### src/rtl/uart_frame_loader.sv
// Parses SYNC/command/payload frames from the UART byte stream into frame-buffer writes.
// Optional trailing XOR checksum byte enabled by defining RX_CHECKSUM_EN.
module uart_frame_loader #(
  parameter int          NUM_PIXELS = 19200,
  parameter int          ADDR_WIDTH = 15,
  parameter logic [7:0]  SYNC_BYTE  = 8'hAA
) (
  input  logic                  clk,
  input  logic                  reset,
  input  logic [7:0]            rx_data,
  input  logic                  rx_ready,
  output logic                  mem_we,
  output logic [ADDR_WIDTH-1:0] mem_addr,
  output logic [7:0]            mem_wdata,
  output logic [7:0]            cmd,
  output logic                  busy,
  output logic                  frame_done,
  output logic                  frame_error
);

  localparam logic [ADDR_WIDTH-1:0] LAST_IDX = ADDR_WIDTH'(NUM_PIXELS - 1);

`ifdef RX_CHECKSUM_EN
  typedef enum logic [1:0] {IDLE, CMD, DATA, CHECK} state_t;
`else
  typedef enum logic [1:0] {IDLE, CMD, DATA} state_t;
`endif

  state_t                state, state_next;
  logic                  we_next, busy_next, done_next;
  logic [ADDR_WIDTH-1:0] addr_next, pix_count, count_next;
  logic [7:0]            wdata_next, cmd_next;

`ifdef RX_CHECKSUM_EN
  logic [7:0] xor_acc, xor_next;
  logic       err_next;
`endif

  // Every output is registered so each write lands exactly one cycle after its strobe.
  always_ff @(posedge clk) begin
    if (!reset) begin
      state      <= IDLE;
      mem_we     <= 1'b0;
      mem_addr   <= '0;
      mem_wdata  <= 8'h00;
      cmd        <= 8'h00;
      busy       <= 1'b0;
      frame_done <= 1'b0;
      pix_count  <= '0;
`ifdef RX_CHECKSUM_EN
      xor_acc     <= 8'h00;
      frame_error <= 1'b0;
`endif
    end else begin
      state      <= state_next;
      mem_we     <= we_next;
      mem_addr   <= addr_next;
      mem_wdata  <= wdata_next;
      cmd        <= cmd_next;
      busy       <= busy_next;
      frame_done <= done_next;
      pix_count  <= count_next;
`ifdef RX_CHECKSUM_EN
      xor_acc     <= xor_next;
      frame_error <= err_next;
`endif
    end
  end

`ifndef RX_CHECKSUM_EN
  assign frame_error = 1'b0;
`endif

  always_comb begin
    state_next = state;
    we_next    = 1'b0;
    addr_next  = mem_addr;
    wdata_next = mem_wdata;
    cmd_next   = cmd;
    busy_next  = busy;
    done_next  = 1'b0;
    count_next = pix_count;
`ifdef RX_CHECKSUM_EN
    xor_next = xor_acc;
    err_next = 1'b0;
`endif

    case (state)
      IDLE: begin
        count_next = '0;
`ifdef RX_CHECKSUM_EN
        xor_next = 8'h00;
`endif
        if (rx_ready && rx_data == SYNC_BYTE) begin
          state_next = CMD;
          busy_next  = 1'b1;
        end
      end

      CMD: begin
        if (rx_ready) begin
          cmd_next   = rx_data;
          state_next = DATA;
`ifdef RX_CHECKSUM_EN
          xor_next = rx_data;
`endif
        end
      end

      DATA: begin
        // SYNC_BYTE is ordinary payload here; only the byte count ends the frame.
        if (rx_ready) begin
          we_next    = 1'b1;
          addr_next  = pix_count;
          wdata_next = rx_data;
`ifdef RX_CHECKSUM_EN
          xor_next = xor_acc ^ rx_data;
`endif
          if (pix_count == LAST_IDX) begin
            count_next = '0;
`ifdef RX_CHECKSUM_EN
            state_next = CHECK;
`else
            state_next = IDLE;
            done_next  = 1'b1;
            busy_next  = 1'b0;
`endif
          end else begin
            count_next = pix_count + ADDR_WIDTH'(1);
          end
        end
      end

`ifdef RX_CHECKSUM_EN
      CHECK: begin
        if (rx_ready) begin
          state_next = IDLE;
          busy_next  = 1'b0;
          if (rx_data == xor_acc) done_next = 1'b1;
          else                    err_next  = 1'b1;
        end
      end
`endif

      default: state_next = IDLE;
    endcase
  end

endmodule

### config.mk
export PLATFORM = sky130hd
export DESIGN_NAME = uart_frame_loader
export DESIGN_NICKNAME = d
export VERILOG_FILES = /design/src/rtl/uart_frame_loader.sv
export SDC_FILE = /design/constraint.sdc
export NUM_CORES = 1
export LEC_CHECK = 0
export ABC_AREA = 1
export BUFFER_PORTS_ARGS = -buffer_cell sky130_fd_sc_hd__buf_2
export CAP_MARGIN = 20
export CORE_UTILIZATION = 31
export CTS_CLUSTER_SIZE = 10
export DETAILED_ROUTE_END_ITERATION = 16
export PLACE_DENSITY_LB_ADDON = 0.12
export SKIP_CTS_REPAIR_TIMING = 1
export SLEW_MARGIN = 30
export SYNTH_ARGS = -nofsm -noshare
export SYNTH_HDL_FRONTEND = slang
export SYNTH_SLANG_ARGS = --single-unit
### constraint.sdc
create_clock -name clk -period 4.1 [get_ports clk]
set_input_delay 0.205 -clock clk [delete_from_list [all_inputs] [get_ports clk]]
set_output_delay 0.205 -clock clk [all_outputs]
set_load 0.005 [all_outputs]
# [Yosys cells after proc, flatten, opt, wreduce, memory -nomap -nowiden]
# Cells that the tools add are included.
[word_totals] memories=0 regBits=51 in_bits=11 output_inout_bits=35 rom_bits=0 word_cells=41 ramBits=0 latch_bits=0
[classes] reduce_logical=10 eq_ne=8 shifts=0 div_mod_pow=0 magnitude_cmp=0 addsub=1 n_bitwise=0 n_mux=14 multipliers=0
[op_table] operator="two-way mux 15 bit" n=2
[op_table] operator="one-hot mux 15 bit (2 select lines)" n=1
[op_table] operator="adder 15 x 1 -> 15 bit, second input constant" n=1
[op_table] operator="== test 15 bit, second input constant" n=1
[op_table] operator="== test 8 bit, second input constant" n=1
[op_table] operator="two-way mux 2 bit" n=4
[op_table] operator="inequality test 2 bit, second input constant" n=4
[op_table] operator="AND reduction 2 bit" n=4
[op_table] operator="AND reduction 4 bit" n=2
[op_table] operator="one-hot mux 2 bit (3 select lines)" n=1
[op_table] operator="two-way mux 1 bit" n=5
[op_table] operator="AND reduction 3 bit" n=1
[op_table] operator="== test 2 x 1 -> 1 bit, second input constant" n=1
[op_table] operator="== test 2 bit, second input constant" n=1
[op_table] operator="zero test 2 bit" n=1
[op_table] operator="one-hot mux 1 bit (2 select lines)" n=1
[op_table] operator="nonzero test 2 bit" n=1
[op_table] operator="logical AND 1 bit" n=1

# [Logic depth before layout (Yosys ltp)]
[depth] word_depth=4 depth_mapped=10

# [Least setup slack after synthesis]
# No wires, ideal clock.
[synth_timing] path_type="reg2reg" start="reg pix_count[0]" end="reg pix_count[14]" setup_ns=0.114 slack_ns=2.721 required_time_ns=3.986 stages_incl_launch_ff=11 t_arrival_ns=1.265 synth_period_minus_slack_ns=1.379 path_cell_list="dfxtp_1 > ha_1 > inv_1 > nor2_4 > nand2_4 > inv_2 > nand2_2 > nand2_2 > nand2_4 > nand2_8 > nor2_1"
[synth_between] elab_chain_len=4 elab_cells_between_ends=5
[synth_lines] item="start, declared" line_no="31" rtl="logic [ADDR_WIDTH-1:0] addr_next, pix_count, count_next;"
[synth_lines] item="start signal, assigned" line_no="62" rtl="pix_count <= count_next;"
[synth_lines] item="adder 15 x 1 -> 15 bit or == test 15 bit (tied branches)" line_no="129, 119"
[synth_lines] item="two-way mux 15 bit (*)" line_no="119" rtl="if (pix_count == LAST_IDX) begin"
[synth_lines] item="two-way mux 15 bit (*)" line_no="112" rtl="if (rx_ready) begin"
[synth_lines] item="one-hot mux 15 bit (2 select lines) (*)" line_no="88" rtl="case (state)"
# Every way passes the cells marked *; elsewhere a longest branch is shown, timed or not. The select of a mux whose other input is x is not followed.
# A chain may end at the register's enable or synchronous reset.

# [Final worst setup path]
[layout_timing] start="reg state[1]" end="reg pix_count[11]"
[layout_between] elab_chain_len=3 elab_cells_between_ends=6
[layout_lines] item="start, declared" line_no="29" rtl="state_t state, state_next;"
[layout_lines] item="start signal, assigned" line_no="55" rtl="state <= state_next;"
[layout_lines] item="== test 2 bit or zero test 2 bit (tied branches)" line_no="88"
[layout_lines] item="inequality test 2 bit (no line) or nonzero test 2 bit (tied branches)"
[layout_lines] item="AND reduction 2 bit (no line)"
# Parallel ways exist; a longest one is shown, timed or not.

==> results_tabular.tex <==
\begin{tabular}{lr}
\hline
Metric & Value \\
\hline
\multicolumn{2}{l}{\textbf{Global route}} \\
\quad Number of global-route vias before repair & 1866 \\
\quad Pin count of the biggest net entering global routing & 32 \\
\quad Initial antenna violation count & 0 \\
\quad GRT Util Overall & 0.150 \\
\quad Wire length of the first global-routing pass & 8890 um \\
\quad Overall overflow remaining after global route & 0 \\
\multicolumn{2}{l}{\textbf{STA}} \\
\quad Final count of hold timing violations & 0 \\
\quad Crit share post-route & 0.485 \\
\quad Upper clock frequency limit & 503 MHz \\
\quad Final setup violation count & 0 \\
\quad Setup repair after global routing missed its margin & false \\
\quad Rel. slew slack & 0.394 \\
\quad Slew @ Worst Pin & 908 ps \\
\quad Setup TNS after final layout & 0 ps \\
\quad Number of max-slew violations in the final report & 0 \\
\quad Worst Clk Skew & 8.61 ps \\
\quad Post-route setup slack & 2110 ps \\
\quad Final period demand of the worst path & 1990 ps \\
\multicolumn{2}{l}{\textbf{Logic synthesis}} \\
\quad Register area share after synthesis & 0.446 \\
\quad Async S/R FF share, synth & 0 \\
\quad Syn. warnings & 0 \\
\quad Post-synthesis instance area & 2290 um2 \\
\quad Number of distinct library cells after synthesis & 30 \\
\quad FF+latch count, synth & 51 \\
\quad Synthesized area per cell & 7.40 um2 \\
\quad Net count after synthesis & 321 \\
\quad EDFF count, synth & 0 \\
\quad Gate Count Post-Synth & 309 \\
\quad Dominant register cell in the synthesized netlist & sky130\_fd\_sc\_hd\_\_dfxtp\_1 \\
\multicolumn{2}{l}{\textbf{Critical path}} \\
\quad Worst EP arrival & 2210 ps \\
\quad CP peak stage delay & 450 ps \\
\quad CP max-delay cell & sky130\_fd\_sc\_hd\_\_nor2\_4 \\
\quad Launching element type of the critical path & flop \\
\quad Type of the worst setup path & reg2reg \\
\quad Most used cell, CP & sky130\_fd\_sc\_hd\_\_nor2\_1 \\
\quad Crit-path leading delay family & simple AND/OR/NAND/NOR gates \\
\quad Element type at the critical path end & flop \\
\quad Cell-by-cell trace of the critical path & inv\_2, nor2\_4, nand2\_2, o21bai\_4, nor2\_1, nor2\_1, nor2\_1 \\
\quad Maximum fanout encountered on the critical timing path & 26 \\
\quad Count of buffer and inverter cells on the critical path & 1 \\
\quad Worst EP required & 4330 ps \\
\multicolumn{2}{l}{\textbf{Placement}} \\
\quad Detail Placement HPWL & 3850 um \\
\quad Placer's final routability congestion estimate & 0.809 \\
\quad Placed cell count & 435 \\
\quad Place WS & 2100 ps \\
\quad Placement-stage cell area & 2550 um2 \\
\quad IO Port Bufs & 44 \\
\multicolumn{2}{l}{\textbf{Routing}} \\
\quad Vias per cell & 4.53 \\
\quad Total Wirelength & 5400 um \\
\quad Final ANT Viol Nets & 0 \\
\quad Routed wire per std cell & 12.2 um \\
\quad Detailed-routing iteration count for the pre-antenna-repair pass & 4 \\
\quad Residual DRC & 0 \\
\quad Initial DRC count & 82 \\
\quad Via count & 2003 \\
\multicolumn{2}{l}{\textbf{Floorplan}} \\
\quad Width of the die & 87.9 um \\
\quad Standard-cell rows & 30 \\
\quad Full die area & 7730 um2 \\
\quad Die Y-Extent & 87.9 um \\
\quad Core Box Area & 6940 um2 \\
\quad Initial core utilization & 0.329 \\
\quad Number of primary I/O pins & 46 \\
\multicolumn{2}{l}{\textbf{Layout}} \\
\quad Final net count & 358 \\
\quad Filler cells & 746 \\
\quad Post-route non-filler standard cell count & 442 \\
\quad Diode count & 0 \\
\quad Layout cell share with drive strength beyond 1 & 0.211 \\
\quad Design Area, Final & 2660 um2 \\
\quad Area growth from synthesis to layout & 16.3\% \\
\multicolumn{2}{l}{\textbf{Pwr}} \\
\quad Leakage Power & 1.02 nW \\
\quad PnR Total Power & 862 uW \\
\quad Power density cells & 324 nW/um2 \\
\quad Peak ir drop on the vdd network & 0.122 mV \\
\multicolumn{2}{l}{\textbf{Clock network}} \\
\quad Cts bufs inserted & 5 \\
\quad CTS Root Buffer Type & sky130\_fd\_sc\_hd\_\_clkbuf\_8 \\
\quad Clock Tree Buf Depth & 2 \\
\quad TritonCTS sink count & 51 \\
\quad Clk Latency, worst-skew pair & 300 ps \\
\quad Maximum level of the CTS H-tree & 2 \\
\quad Clock slew at reported path FFs & 90 ps \\
\quad TritonCTS clock tree & done \\
\multicolumn{2}{l}{\textbf{Hold path}} \\
\quad Hold Crit Class & in2reg \\
\multicolumn{2}{l}{\textbf{Flow run}} \\
\quad Maximum capacitance violations & 0 \\
\multicolumn{2}{l}{\textbf{Run status}} \\
\quad Result of the run & complete, no violations \\
\hline
\end{tabular}
## metal layers
metal	vias up	share of wire	global-route usage
met5	-	0	0
met4	0	0.0083	0.0507
met3	4	0.048	0.0320
met2	47	0.47	0.249
met1	884	0.47	0.192
li1	1068	-	-
## worst paths after layout
| path | start | end | slack (ps) | cells past startpoint |
|---|---|---|---|---|
| max | state[1]$_SDFFE_PN0P_ | pix_count[11]$_SDFFE_PN0P_ | 2110 | 7 |
| min | rx_data[2] | mem_wdata[2]$_SDFFE_PN0P_ | 190 | 3 |
| max reg2reg | state[1]$_SDFFE_PN0P_ | pix_count[11]$_SDFFE_PN0P_ | 2110 | 7 |
| min reg2reg | cmd[6]$_SDFFE_PN0P_ | cmd[6]$_SDFFE_PN0P_ | 440 | 2 |
## sequential cells by signal, summed over array words and instances, names as in the netlist
register	cells
busy	1
cmd	8
frame_done	1
mem_addr	15
mem_wdata	8
mem_we	1
pix_count	15
state	2
## cell type report
| class | count | area (um2) | share of cell area |
|---|---|---|---|
| sequential | 51 | 1020 | 0.384 |
| inverter | 27 | 101 | 0.0381 |
| multi-input combinational | 217 | 1090 | 0.410 |
| clock inverter | 2 | 37.5 | 0.0141 |
| clock buffer | 5 | 68.8 | 0.0259 |
| tap | 96 | 120 | 0.0452 |
| timing repair buffer | 44 | 220 | 0.0828 |
## layout by cell type, fill, tap and decap left out, drive strengths merged, types with 5 or more instances in the layout
cell type / Yosys / routed
dfxtp: 51 / 51
buf: 8 / 44
nand3: 40 / 40
nor2: 45 / 45
a21oi: 36 / 36
clkbuf: 6 / 5
xor2: 5 / 5
nand2: 65 / 65
inv: 27 / 27
o21ai: 11 / 11
## synthesized netlist by cell type, types with 2 or more instances
| cell type | n | area share |
|---|---|---|
| sky130_fd_sc_hd__nor2_4 | 3 | 0.015 |
| sky130_fd_sc_hd__nor3_1 | 3 | 0.0066 |
| sky130_fd_sc_hd__o21ai_0 | 10 | 0.022 |
| sky130_fd_sc_hd__nand3_1 | 39 | 0.085 |
| sky130_fd_sc_hd__nand2_2 | 5 | 0.014 |
| sky130_fd_sc_hd__inv_2 | 3 | 0.0049 |
| sky130_fd_sc_hd__inv_1 | 24 | 0.039 |
| sky130_fd_sc_hd__a21oi_1 | 34 | 0.074 |
| sky130_fd_sc_hd__clkbuf_1 | 6 | 0.0098 |
| sky130_fd_sc_hd__o21bai_1 | 2 | 0.0066 |
| sky130_fd_sc_hd__nand4_1 | 4 | 0.011 |
| sky130_fd_sc_hd__buf_4 | 2 | 0.0066 |
| sky130_fd_sc_hd__nor2_2 | 3 | 0.0082 |
| sky130_fd_sc_hd__nand2_4 | 2 | 0.0098 |
| sky130_fd_sc_hd__xor2_1 | 5 | 0.019 |
| sky130_fd_sc_hd__a21oi_2 | 2 | 0.0077 |
| sky130_fd_sc_hd__nor2_1 | 39 | 0.064 |
| sky130_fd_sc_hd__buf_2 | 5 | 0.011 |
| sky130_fd_sc_hd__nand2_1 | 57 | 0.094 |
| sky130_fd_sc_hd__dfxtp_1 | 51 | 0.45 |
## per-stage QoR
stage | util | hold slack (ps)
2_1_floorplan | - | 357
3_3_place_gp | 0.368 | 429
3_5_place_dp | 0.368 | 432
4_1_cts | 0.383 | 179
5_1_grt | 0.383 | 182
6_report | 0.383 | 190
## logic make-up (layout without fill, tap and decap cells)
logic type	count (synthesis)	after routing	synth area share
simple gates	159	159	0.325
flops	51	51	0.446
compound gates	50	50	0.121
buf+inv	41	78	0.0766
xor+xnor	5	5	0.0191
fa+ha+maj	1	1	0.00547
other cells	1	1	0.00164
mux	1	1	0.00438
## worst min-delay path, delay by kind of cell
kind | cells | cell delay [ps]
buf+inv | 1 | 110
compound gates | 1 | 60
simple gates | 1 | 70
## power breakdown
| part | switching, mW | internal [mW] |
|---|---|---|
| registers | 0.000153 | 0.495 |
| logic | 0.0180 | 0.00575 |
| clock network | 0.164 | 0.179 |
| total | 0.183 | 0.679 |
Power figures use the tool's default switching activity.
